$ cat src/rtl/misc_v_pkg.sv
// Shared ALU definitions: opcode encoding, default widths and the "writes a register" decode,
// used by both the issue stage and the ALU.
package misc_v_pkg;

  localparam int DATA_W_DEF = 16;
  localparam int REG_W_DEF  = 4;
  localparam int OP_W_DEF   = 3;

  typedef enum logic [OP_W_DEF-1:0] {
    NOOP = 3'd0,
    ADD  = 3'd1,
    SUB  = 3'd2,
    OR   = 3'd3,
    AND  = 3'd4,
    RSV5 = 3'd5,
    SHL  = 3'd6,
    RSV7 = 3'd7
  } alu_op_e;

  // Reserved encodings 5 and 7 behave like NOOP: they never produce a register result.
  function automatic logic op_writes_reg(input logic [OP_W_DEF-1:0] op);
    case (op)
      ADD, SUB, OR, AND, SHL: op_writes_reg = 1'b1;
      default:               op_writes_reg = 1'b0;
    endcase
  endfunction

endpackage

$ cat src/rtl/alu_scoreboard.sv
// Pending-destination scoreboard: one bit per register, set when a writing instruction leaves
// the issue slot, cleared by writeback. r0 is never pending.
module alu_scoreboard
  import misc_v_pkg::*;
#(
  parameter int REG_W = REG_W_DEF
) (
  input  logic             clk_i,
  input  logic             reset_i,
  input  logic             set_en_i,
  input  logic [REG_W-1:0] set_idx_i,
  input  logic             clr_en_i,
  input  logic [REG_W-1:0] clr_idx_i,
  input  logic [REG_W-1:0] src_a_i,
  input  logic [REG_W-1:0] src_b_i,
  output logic             busy_a_o,
  output logic             busy_b_o
);

  localparam int NREG = 1 << REG_W;

  logic [NREG-1:0] pending_q;
  logic [NREG-1:0] pending_d;

  // A set and a clear of the same index in one cycle leave the bit set.
  always_comb begin
    pending_d    = pending_q;
    pending_d[0] = 1'b0;
    for (int i = 1; i < NREG; i++) begin
      if (set_en_i && (set_idx_i == REG_W'(i))) begin
        pending_d[i] = 1'b1;
      end else if (clr_en_i && (clr_idx_i == REG_W'(i))) begin
        pending_d[i] = 1'b0;
      end else begin
        pending_d[i] = pending_q[i];
      end
    end
  end

  always_ff @(posedge clk_i) begin
    if (reset_i) begin
      pending_q <= '0;
    end else begin
      pending_q <= pending_d;
    end
  end

  // A register being written back this cycle is already resolved for a reader.
  assign busy_a_o = (src_a_i != '0) && pending_q[src_a_i] && !(clr_en_i && (clr_idx_i == src_a_i));
  assign busy_b_o = (src_b_i != '0) && pending_q[src_b_i] && !(clr_en_i && (clr_idx_i == src_b_i));

endmodule

$ cat src/rtl/alu_issue_stage.sv
// ALU issue stage: a single operand slot between decode and the ALU with hazard detection.
// Build option ALU_FORWARD_EN: forward ALU result / writeback data instead of stalling on pending registers.
module alu_issue_stage
  import misc_v_pkg::*;
#(
  parameter int DATA_W = DATA_W_DEF,
  parameter int REG_W  = REG_W_DEF,
  parameter int OP_W   = OP_W_DEF
) (
  input  logic              CLK,
  input  logic              Reset,
  input  logic              InValid,
  output logic              InReady,
  input  logic [OP_W-1:0]   InOp,
  input  logic [REG_W-1:0]  InDest,
  input  logic [REG_W-1:0]  InSrcA,
  input  logic [REG_W-1:0]  InSrcB,
  input  logic [DATA_W-1:0] InDataA,
  input  logic [DATA_W-1:0] InDataB,
  output logic              OutValid,
  input  logic              OutReady,
  output logic [DATA_W-1:0] FirstInput,
  output logic [DATA_W-1:0] SecondInput,
  output logic [OP_W-1:0]   ALUOp,
  output logic [REG_W-1:0]  OutDest,
  input  logic [DATA_W-1:0] ResultData,
  input  logic              WbValid,
  input  logic [REG_W-1:0]  WbDest,
  input  logic [DATA_W-1:0] WbData
);

  logic              valid_q, valid_d;
  logic [DATA_W-1:0] first_q, first_d;
  logic [DATA_W-1:0] second_q, second_d;
  logic [OP_W-1:0]   op_q, op_d;
  logic [REG_W-1:0]  dest_q, dest_d;

  logic              slot_writes_s;
  logic              out_xfer_s;
  logic              in_xfer_s;
  logic              set_pending_s;
  logic              hit_a_s, hit_b_s;
  logic              busy_a_s, busy_b_s;
  logic              hazard_s;
  logic [DATA_W-1:0] opnd_a_s, opnd_b_s;

  assign slot_writes_s = valid_q && (dest_q != '0) && op_writes_reg(OP_W_DEF'(op_q));
  assign out_xfer_s    = valid_q && OutReady;
  assign set_pending_s = out_xfer_s && slot_writes_s;
  assign hit_a_s       = slot_writes_s && (InSrcA != '0) && (InSrcA == dest_q);
  assign hit_b_s       = slot_writes_s && (InSrcB != '0) && (InSrcB == dest_q);

  alu_scoreboard #(
    .REG_W(REG_W)
  ) u_scoreboard (
    .clk_i    (CLK),
    .reset_i  (Reset),
    .set_en_i (set_pending_s),
    .set_idx_i(dest_q),
    .clr_en_i (WbValid),
    .clr_idx_i(WbDest),
    .src_a_i  (InSrcA),
    .src_b_i  (InSrcB),
    .busy_a_o (busy_a_s),
    .busy_b_o (busy_b_s)
  );

`ifdef ALU_FORWARD_EN
  logic unused_busy_s;
  assign unused_busy_s = busy_a_s ^ busy_b_s;

  // Only a held (not departing) producer stalls; everything else is forwarded, newest first.
  assign hazard_s = (hit_a_s || hit_b_s) && !out_xfer_s;
  assign opnd_a_s = (InSrcA == '0)                     ? '0         :
                    (hit_a_s && out_xfer_s)            ? ResultData :
                    (WbValid && (WbDest == InSrcA))    ? WbData     : InDataA;
  assign opnd_b_s = (InSrcB == '0)                     ? '0         :
                    (hit_b_s && out_xfer_s)            ? ResultData :
                    (WbValid && (WbDest == InSrcB))    ? WbData     : InDataB;
`else
  logic unused_fwd_s;
  assign unused_fwd_s = ^{ResultData, WbData};

  // Without forwarding, wait until the producer's writeback reaches the register file.
  assign hazard_s = hit_a_s || hit_b_s || busy_a_s || busy_b_s;
  assign opnd_a_s = (InSrcA == '0) ? '0 : InDataA;
  assign opnd_b_s = (InSrcB == '0) ? '0 : InDataB;
`endif

  assign InReady   = !Reset && (!valid_q || OutReady) && !hazard_s;
  assign in_xfer_s = InValid && InReady;

  // Slot load takes priority over drain so a simultaneous in/out keeps the slot full.
  always_comb begin
    valid_d  = valid_q;
    first_d  = first_q;
    second_d = second_q;
    op_d     = op_q;
    dest_d   = dest_q;
    if (in_xfer_s) begin
      valid_d  = 1'b1;
      first_d  = opnd_a_s;
      second_d = opnd_b_s;
      op_d     = InOp;
      dest_d   = InDest;
    end else if (out_xfer_s) begin
      valid_d  = 1'b0;
    end else begin
      valid_d  = valid_q;
    end
  end

  always_ff @(posedge CLK) begin
    if (Reset) begin
      valid_q  <= 1'b0;
      first_q  <= '0;
      second_q <= '0;
      op_q     <= '0;
      dest_q   <= '0;
    end else begin
      valid_q  <= valid_d;
      first_q  <= first_d;
      second_q <= second_d;
      op_q     <= op_d;
      dest_q   <= dest_d;
    end
  end

  assign OutValid    = valid_q;
  assign FirstInput  = first_q;
  assign SecondInput = second_q;
  assign ALUOp       = op_q;
  assign OutDest     = dest_q;

endmodule

$ cat config.mk
export PLATFORM = sky130hd
export DESIGN_NAME = alu_issue_stage
export DESIGN_NICKNAME = d
export VERILOG_FILES = /design/src/rtl/misc_v_pkg.sv /design/src/rtl/alu_scoreboard.sv /design/src/rtl/alu_issue_stage.sv
export SDC_FILE = /design/constraint.sdc
export NUM_CORES = 1
export LEC_CHECK = 0
export CORE_AREA = 2 2 85 87
export CTS_BUF_LIST = sky130_fd_sc_hd__clkbuf_8
export CTS_CLUSTER_DIAMETER = 80
export CTS_CLUSTER_SIZE = 10
export DETAILED_ROUTE_END_ITERATION = 10
export DIE_AREA = 0 0 87 89
export PLACE_DENSITY = 0.81
export SETUP_SLACK_MARGIN = 0.02
export SYNTH_ARGS = -nofsm -noshare
export SYNTH_HDL_FRONTEND = slang
export SYNTH_SLANG_ARGS = --single-unit
$ cat constraint.sdc
create_clock -name CLK -period 3.05 [get_ports CLK]
set_input_delay 0.4575 -clock CLK [delete_from_list [all_inputs] [get_ports CLK]]
set_output_delay 0.4575 -clock CLK [all_outputs]
set_load 0.02 [all_outputs]
==> results of run 1 <==
==> area by class of cell <==
class	count	area [µm²]	share of cell area
inverters	3	11.3	0.00276
clock buffers	5	68.8	0.0169
repair buffers	120	1140	0.280
flip-flops and latches	55	1100	0.270
clock inverters	3	23.8	0.00583
multi-input cells	243	1630	0.400
well taps	80	100	0.0245
==> per-layer routing <==
layer | vias to the layer above | part of all wire | global-route usage
met5 | - | 0 | 0
met4 | 0 | 0.020 | 0.0668
met3 | 16 | 0.064 | 0.0425
met2 | 112 | 0.50 | 0.357
met1 | 1283 | 0.41 | 0.247
li1 | 1318 | - | -
==> through the flow <==
stage	utilization	std cells
floorplan	-	324
global placement	0.593	501
detailed placement	0.593	501
CTS	0.607	509
global route	0.607	509
finish	0.607	509
==> worst max path at each step <==
stage,from,end,slack [ns]
finish,InSrcB[1],InReady,0.22
global route,InSrcB[1],InReady,0.12
CTS,InSrcA[0],InReady,0.05
detailed placement,InSrcA[0],InReady,-0.38
global placement,InSrcA[0],InReady,-0.35
floorplan,InSrcA[0],OutDest[3],0.54
==> cell usage after synthesis (all sizes together) <==
master  number  share of area
dfxtp       55           0.39
nand2       50          0.066
mux2i       38           0.13
nand2b      33          0.072
a21oi       19          0.033
o21ai       19          0.033
clkbuf      15          0.020
nor2        11          0.014
nor2b       11          0.024
xor2        11          0.034
buf          8          0.017
mux2         8          0.032
nand3        7          0.012
nor4         5          0.011
mux4         4          0.032
xnor2        4          0.012
inv          3         0.0040
o31ai        3         0.0079
a31oi        2         0.0044
nand3b       2         0.0053
nor3         2         0.0035
or3b         2         0.0061
a211oi       1         0.0026
a22o         1         0.0031
a22oi        1         0.0026
a311oi       1         0.0053
and3         1         0.0022
nand4        1         0.0022
nor4b        1         0.0031
o21ba        1         0.0035
o311a        1         0.0035
o32ai        1         0.0031
or2          1         0.0022
or3          1         0.0022
==> worst max-delay path: stages <==
cell	delay (ns)
clkdlybuf4s50_1	0.57
mux2_2	0.38
o31ai_1	0.23
o21ai_0	0.18
a31oi_1	0.20
o311a_1	0.21
buf_4	0.15
==> placed cells by master, fill, tap and decap left out, types with 2 or more instances in the layout <==
cell,n
buf_4,25
nand3_1,7
a31oi_1,2
mux4_2,4
nor4_1,5
inv_1,3
nor3_1,2
nand2b_1,33
nand2_1,49
a21oi_1,19
nand3b_1,2
o21ai_0,19
nor2_1,11
xor2_1,11
clkdlybuf4s50_1,94
o31ai_1,3
clkbuf_8,5
xnor2_1,4
mux2i_1,38
nor2b_1,11
dfxtp_1,55
mux2_2,7
==> registers in the layout, summed over array words and instances, names as in the netlist <==
| name | flops |
|---|---|
| ALUOp | 3 |
| FirstInput | 16 |
| OutValid | 1 |
| u_scoreboard.pending_q | 15 |
| OutDest | 4 |
| SecondInput | 16 |
==> power by group through the flow <==
stage | clock [mW] | sequential, mW | combinational, mW
after global routing | 0.449 | 0.776 | 0.382
after global placement | 0 | 0.785 | 0.350
final | 0.420 | 0.771 | 0.357
after detailed placement | 0 | 0.786 | 0.357
after CTS | 0.427 | 0.770 | 0.358
after floorplan | 0 | 0.807 | 0.153
==> repair_timing <==
item                                    CTS  global route
setup buffers                             0             0
gates resized for setup                   4             2
hold buffers                              0             0
gates cloned                              0             0
endpoints found under the setup margin    1             1
==> cells by family after synthesis <==
logic type | Yosys count
AOI/OAI and AO/OA | 50
xor gates and xnor gates | 15
buffers and inverters | 26
DFF | 55
muxes | 50
and+or+nand+nor | 128
==> reports/qor.csv, run 1 <==
metric;value;unit
hpwlAfterDp;6010;µm
grt_overflow;0;
postSynthAreaPerCell;8.79;µm²
ios;129;
cts-root-buf;clkbuf_8;
cts_made_buffers;5;
r2r_cells;9;
synth-seq-cells;55;
n_fill_cell;585;
r2r_slack;0.51;ns
drc;0;
synthMuxAreaShare;0.197;
cts_tree;built;
timing.rr.start;u_scoreboard.pending_q[7];
grt_pass1_wl;12500;µm
dpl_cell_area;3990;µm²
power_frac_clock;0.271;
fmax;354;MHz
final-setup-viol-count;0;
die_h;89;µm
power.share.switching;0.285;
drtAntennaViolNets;0;
yosys.area_share.simple;0.227;
drtIter0Drc;163;
power.density;379;nW/µm²
min_from;FirstInput[1];
wl_per_cell;15.8;µm
internal-power;1.11;mW
worst_pin_slew;1.08;ns
slew_headroom;0.275;
clk_latency;0.32;ns
arrival;2.37;ns
grt_use_total;0.203;
grt_max_degree;57;
comb_power_share;0.231;
seqPwrFrac;0.498;
fin_ws;0.222;ns
synth_xor_xnor_area_share;0.0461;
crit_fanout;4;
cts_buffer_depth;2;
maxSlewViolCount;0;
hold_viol_final;0;
fin_area;4080;µm²
synth_top_family_by_area;simple AND/OR/NAND/NOR gates;
ys_warn_count;0;
clkTransAtPathRegs;0.11;ns
drive_gt1_frac;0.114;
hold-path-endpoint;FirstInput[1];
syn_area;2850;µm²
dr.pass1.iters;4;
num_antenna_cells;0;
critPathLaunchType;primary input;
vias;2729;
end_kind;output pin;
core.rowCount;30;
grt_pass1_vias;2668;
grt_setup_unrepaired;false;
fin_worst_skew;0.0114;ns
rr_endpoint;SecondInput[11];
finalWirelength;8030;µm
power.net_switching;0.441;mW
outcome;finished, final reports clean;
area_delta_synth_final;43.2;%
yosys.area_share.adder;0;
clock_sinks;55;
hold_depth;2;
start_util;0.424;
gp_congestion;0.908;
die_area;7740;µm²
io_buffers;96;
finalCritPeriodShare;0.927;
tns;0;ns
required;2.59;ns
nets;516;
fin_crit;2.83;ns
setup.worst_path.class;in2out;
dp_slack;-0.375;ns
routed_via_density;5.36;
syn_nets;412;
p_leak;1.71;nW
maxCapViolCount;0;
synth_compound_area_frac;0.103;
power;1.55;mW
hold_path.class;reg2reg;
antenna_found_initial;0;
die_x;87;µm
synth.distinct_cells;39;
synth-seq-area-share;0.386;
hold_slack;0.482;ns
core;6720;µm²
htree_levels;2;
ir_worst_vdd;0.000206;V
synthCells;324;
Note: power is estimated with default switching activity, not from simulation.
==> inputs of run 2 (changes only) <==
CORE_AREA = 2 2 86 88   (was 2 2 85 87)
DIE_AREA = 0 0 88 90   (was 0 0 87 89)
PLACE_DENSITY = 0.8   (was 0.81)
SYNTH_HIERARCHICAL = 1   (was default)
==> reports/qor.csv, run 2 <==
metric;value;unit;change
cts_buffer_depth;2;;unchanged
hold_path.class;reg2reg;;
hold_buffers;0;;unchanged
power;1.54;mW;-0.33%
multi_input_area;1700;µm²;+3.8%
synthCells;318;;-1.9%
finalWirelength;7560;µm;-5.8%
setup.worst_path.class;in2out;;
hold_depth;2;;unchanged
drc;0;;unchanged
seqPwrFrac;0.497;;about the same
comb_power_share;0.227;;-0.004
power.net_switching;0.421;mW;-4.7%
synth_top_area_share;0.378;;-0.00798
outcome;finished, final reports clean;;
yosysMostFrequentCell;dfxtp_1;;
synth.distinct_cells;36;;-7.7%
grt_use_total;0.192;;-0.0110
ir_worst_vdd;0.000235;V;+14%
ios;129;;unchanged
dr.pass1.iters;4;;unchanged
synth.top_cells.by_count;55 x dfxtp_1, 49 x nand2_1, 48 x nand2b_1, 39 x mux2i_1, 18 x a21oi_1;;
area.sequential;1100;µm²;unchanged
power.density;370;nW/µm²;-2.5%
synth_top_cell_by_area;dfxtp_1;;
die_x;88;µm;+1.1%
power.share.switching;0.273;;-0.0125
placed_cells;519;;+3.6%
drive_gt1_frac;0.100;;-0.0142
grt_pass1_vias;2634;;-1.3%
final-setup-viol-count;0;;unchanged
hpwlAfterDp;5510;µm;-8.4%
vias;2667;;-2.3%
syn_nets;406;;-1.5%
finalCritPeriodShare;0.952;;+0.0251
clock_sinks;55;;unchanged
required;2.59;ns;about the same
die_area;7920;µm²;+2.3%
grt_max_degree;65;;+14%
crit_fanout;5;;+1
r2r_cells;11;;+2
grt_setup_unrepaired;false;;
async_flop_share;0;;unchanged
antenna_found_initial;0;;unchanged
io_buffers;96;;unchanged
grt_overflow;0;;unchanged
ys_warn_count;6;;+6
hold_viol_final;0;;unchanged
slew_headroom;0.336;;+0.0608
num_antenna_cells;0;;unchanged
tns;0;ns;unchanged
gp_congestion;0.887;;-2.3%
htree_levels;2;;unchanged
synth-edff-count;0;;unchanged
clkTransAtPathRegs;0.10;ns;about the same
arrival;2.45;ns;+0.08 ns
drtIter0Drc;131;;-20%
dpl_cell_area;4060;µm²;+1.8%
p_leak;1.78;nW;+4.1%
synth-seq-cells;55;;unchanged
die_h;90;µm;+1.1%
maxSlewViolCount;0;;unchanged
postSynthAreaPerCell;9.15;µm²;+4.0%
critPathLaunchType;primary input;;
routed_via_density;5.04;;-6.0%
end_kind;output pin;;
synth_top_flop_cell;dfxtp_1;;
syn_area;2910;µm²;+2.1%
synth-seq-area-share;0.378;;-0.00798
fin_crit;2.91;ns;+0.0767 ns
wl_per_cell;14.3;µm;-9.4%
clk_latency;0.31;ns;about the same
mostFrequentLayoutCells;90 x clkdlybuf4s50_1, 55 x dfxtp_1, 49 x nand2_1;;
core.rowCount;31;;+3.3%
n_fill_cell;634;;+8.4%
fin_area;4170;µm²;+2.2%
cts_made_buffers;5;;unchanged
area_delta_synth_final;43.4;%;
internal-power;1.12;mW;+1.4%
cts_tree;built;;
fmax;344;MHz;-2.6%
nets;517;;+0.19%
cts-root-buf;clkbuf_8;;
drtAntennaViolNets;0;;unchanged
grt_pass1_wl;12400;µm;-1.0%
synth_area_leaders;dfxtp_1 38%, mux2i_1 13%, nand2b_1 10%;;
start_util;0.414;;-0.00966
worst_pin_slew;0.993;ns;-0.0909 ns
final_common_cell;clkdlybuf4s50_1;;
core;7020;µm²;+4.5%
maxCapViolCount;0;;unchanged
fin_cells;529;;+3.9%
power_frac_clock;0.276;;+0.005
fin_worst_skew;0.0123;ns;+0.000970 ns
-- run 2: changes by cell type after synthesis, moves of 3 or more --
cell / delta
buf_6: +5
mux4_1: +4
nor3_1: +6
o21a_1: +3
o21ai_0: -3
clkbuf_1: -7
mux2_2: -5
nor2_1: -6
nand2b_1: +15
o31ai_1: -3
nor2b_1: -5
-- run 2: logic make-up after synthesis --
| family | count (synthesis) | synth area share |
|---|---|---|
| buffers and inverters | 18 | 0.0396 |
| XOR/XNOR | 15 | 0.0452 |
| multiplexers | 47 | 0.194 |
| flip-flops | 55 | 0.378 |
| AO/OA/AOI/OAI | 44 | 0.0916 |
| AND/OR/NAND/NOR | 139 | 0.252 |
-- run 2: what timing repair did --
action,CTS,global route
endpoints found under the setup margin,1,1
gates resized for setup,6,4
pin swaps,0,0
setup buffers,1,1
-- run 2: worst paths after layout --
path                             startpoint         endpoint  slack, ns
setup / recovery                  InSrcA[3]          InReady       0.14
hold / removal              SecondInput[11]  SecondInput[11]       0.48
setup reg to reg  u_scoreboard/pending_q[4]   SecondInput[5]       0.69
hold reg to reg             SecondInput[11]  SecondInput[11]       0.48
-- run 2: final cells by class --
cell class | count | share of cell area
repair buffers | 120 | 0.275
flip-flops and latches | 55 | 0.264
clock buffers | 6 | 0.0198
well taps | 99 | 0.0297
inverters | 2 | 0.00180
multi-input cells | 245 | 0.406
clock inverters | 2 | 0.00300
-- run 2: worst max-delay path: stages --
cell	delay (ns)
clkdlybuf4s50_1	0.61
mux4_1	0.33
nand3b_1	0.10
nand2_1	0.05
o21a_1	0.19
a2111oi_2	0.27
buf_4	0.17
o21a_1	0.10
clkbuf_4	0.17
-- run 2: power groups by stage --
stage	sequential, mW	combinational (mW)	clock [mW]
after floorplan	0.813	0.137	0
after global placement	0.782	0.344	0
after detailed placement	0.783	0.348	0
after CTS	0.767	0.350	0.433
after global routing	0.770	0.377	0.459
final	0.766	0.351	0.425
-- run 2: through the flow --
step	util	hold WS, ns	setup WS, ns
global placement	0.578	0.459	-0.528
detailed placement	0.578	0.472	-0.548
CTS	0.592	0.486	0.0212
global route	0.594	0.502	0.0197
floorplan	-	0.451	0.453
finish	0.594	0.481	0.145
-- run 2: routing by layer --
metal,track usage,wire (µm),vias up
met4,0.0833,252,0
met5,0,0,-
met3,0.0551,602,23
met1,0.238,3220,1219
li1,-,-,1319
met2,0.306,3480,106
==> inputs of run 3 (changes only) <==
CORE_AREA = 2 2 90 92   (was 2 2 86 88)
DIE_AREA = 0 0 92 94   (was 0 0 88 90)
GPL_ROUTABILITY_DRIVEN = 0   (was default)
PLACE_DENSITY = 0.77   (was 0.8)
clock period = 2.4 ns   (was 3.05 ns; I/O delays follow)
==> reports/qor.csv, run 3 (same netlist as run 2, synthesis figures left out) <==
metric;value;unit;change
slew_headroom;0.302;;-0.0340
cts_buffer_depth;2;;unchanged
grt_overflow;0;;unchanged
die_area;8650;µm²;+9.2%
maxSlewViolCount;0;;unchanged
final_common_cell;clkdlybuf4s50_1;;
worst_pin_slew;1.04;ns;+0.0509 ns
setup.worst_path.class;reg2out;;
grt_setup_unrepaired;true;;
n_fill_cell;695;;+9.6%
p_leak;1.81;nW;+1.7%
arrival;2.13;ns;-0.32 ns
required;2.04;ns;-0.55 ns
core.rowCount;32;;+3.2%
grt_max_degree;64;;-1.5%
placed_cells;531;;+2.3%
drtIter0Drc;155;;+18%
fmax;402;MHz;
fin_util;0.561;;-0.0328
die_h;94;µm;+4.4%
hpwlAfterDp;5770;µm;+4.7%
hold_buffers;0;;unchanged
area_delta_synth_final;46.8;%;
clock_sinks;55;;unchanged
finalWirelength;7750;µm;+2.5%
end_kind;output pin;;
fin_ws;-0.0864;ns;-0.231 ns
antenna_found_initial;0;;unchanged
routed_via_density;5.05;;about the same
htree_levels;2;;unchanged
finalCritPeriodShare;1.04;;
fin_crit;2.49;ns;
drive_gt1_frac;0.137;;+0.0373
hold_viol_final;0;;unchanged
vias;2720;;+2.0%
mostFrequentLayoutCells;88 x clkdlybuf4s50_1, 50 x dfxtp_1, 49 x nand2_1;;
outcome;complete, but fails checks;;
hold_path.class;reg2reg;;
drtAntennaViolNets;0;;unchanged
grt_pass1_vias;2639;;+0.19%
fin_worst_skew;0.0154;ns;+0.00307 ns
maxCapViolCount;0;;unchanged
core;7610;µm²;+8.4%
dr.pass1.iters;4;;unchanged
cts_tree;built;;
num_antenna_cells;0;;unchanged
hold_slack;0.482;ns;+0.00164 ns
critPathLaunchType;flip-flop;;
drc;0;;unchanged
grt_pass1_wl;12500;µm;+1.2%
grt_use_total;0.179;;-0.0133
nets;524;;+1.4%
ir_worst_vdd;0.000251;V;+6.8%
cts_made_buffers;5;;unchanged
die_x;92;µm;+4.5%
wl_per_cell;14.4;µm;+0.59%
final-setup-viol-count;1;;+1
power.density;487;nW/µm²;+32%
io_buffers;96;;unchanged
start_util;0.382;;-0.0320
post-cts-setup-buffer-count;0;;-1
cts-root-buf;clkbuf_8;;
fin_cells;539;;+1.9%
clk_latency;0.31;ns;about the same
violations;negative setup slack;;
crit_fanout;3;;-2
clkTransAtPathRegs;0.10;ns;about the same
ios;129;;unchanged
==> run 3: cell type report <==
class                           instances  area, µm²  area share
Timing Repair Buffer                  127       1200       0.281
Sequential cell                        55       1110       0.259
Tap cell                              102        128      0.0299
Clock inverter                          3       50.0      0.0117
Inverter                                2       7.51     0.00176
Clock buffer                            5       68.8      0.0161
Multi-Input combinational cell        245       1710       0.400
==> run 3: path summary, 6_finish.rpt <==
path,from,endpoint,slack (ns),depth (start not counted)
setup / recovery,u_scoreboard/pending_q[11],InReady,-0.09,7
setup reg to reg,u_scoreboard/pending_q[11],SecondInput[1],0.12,9
hold reg to reg,SecondInput[14],SecondInput[14],0.48,2
hold / removal,SecondInput[14],SecondInput[14],0.48,2
==> run 3: critical path, cell delays in order (launching register included) <==
cell       delay (ns)
dfxtp_2          0.35
mux4_2           0.46
nor2b_1          0.13
nor3_1           0.06
o21a_1           0.21
a2111oi_4        0.30
o21a_2           0.20
buf_6            0.11
==> run 3: where the power goes <==
part / switching (mW) / internal [mW]
sequential: 0.0258 / 0.946
combinational: 0.207 / 0.254
clock: 0.324 / 0.322
==> run 3: stage by stage <==
| step | worst slack (ns) | total power, mW | setup TNS (ns) | instance area (µm²) |
|---|---|---|---|---|
| after floorplan | 0.0978 | 1.21 | 0 | 2920 |
| after global placement | -0.889 | 1.45 | -20.22 | 4160 |
| after detailed placement | -0.952 | 1.46 | -22.84 | 4160 |
| after CTS | -0.0789 | 2.10 | -0.0789 | 4260 |
| after global routing | -0.178 | 2.18 | -0.178 | 4270 |
| final | -0.0864 | 2.08 | -0.0864 | 4270 |
==> run 3: repair_timing <==
action,4_1_cts,5_1_grt
cloned,0,0
resized for setup,17,7
setup endpoints to repair,41,8
pin swaps,1,2
==> run 3: per-layer routing <==
layer  wire length (µm)  vias to the layer above  GRT usage
li1                   -                     1328          -
met1               3420                     1299      0.219
met2               3810                       77      0.318
met3                325                       16     0.0289
met4                183                        0     0.0609
met5                  0                        -          0
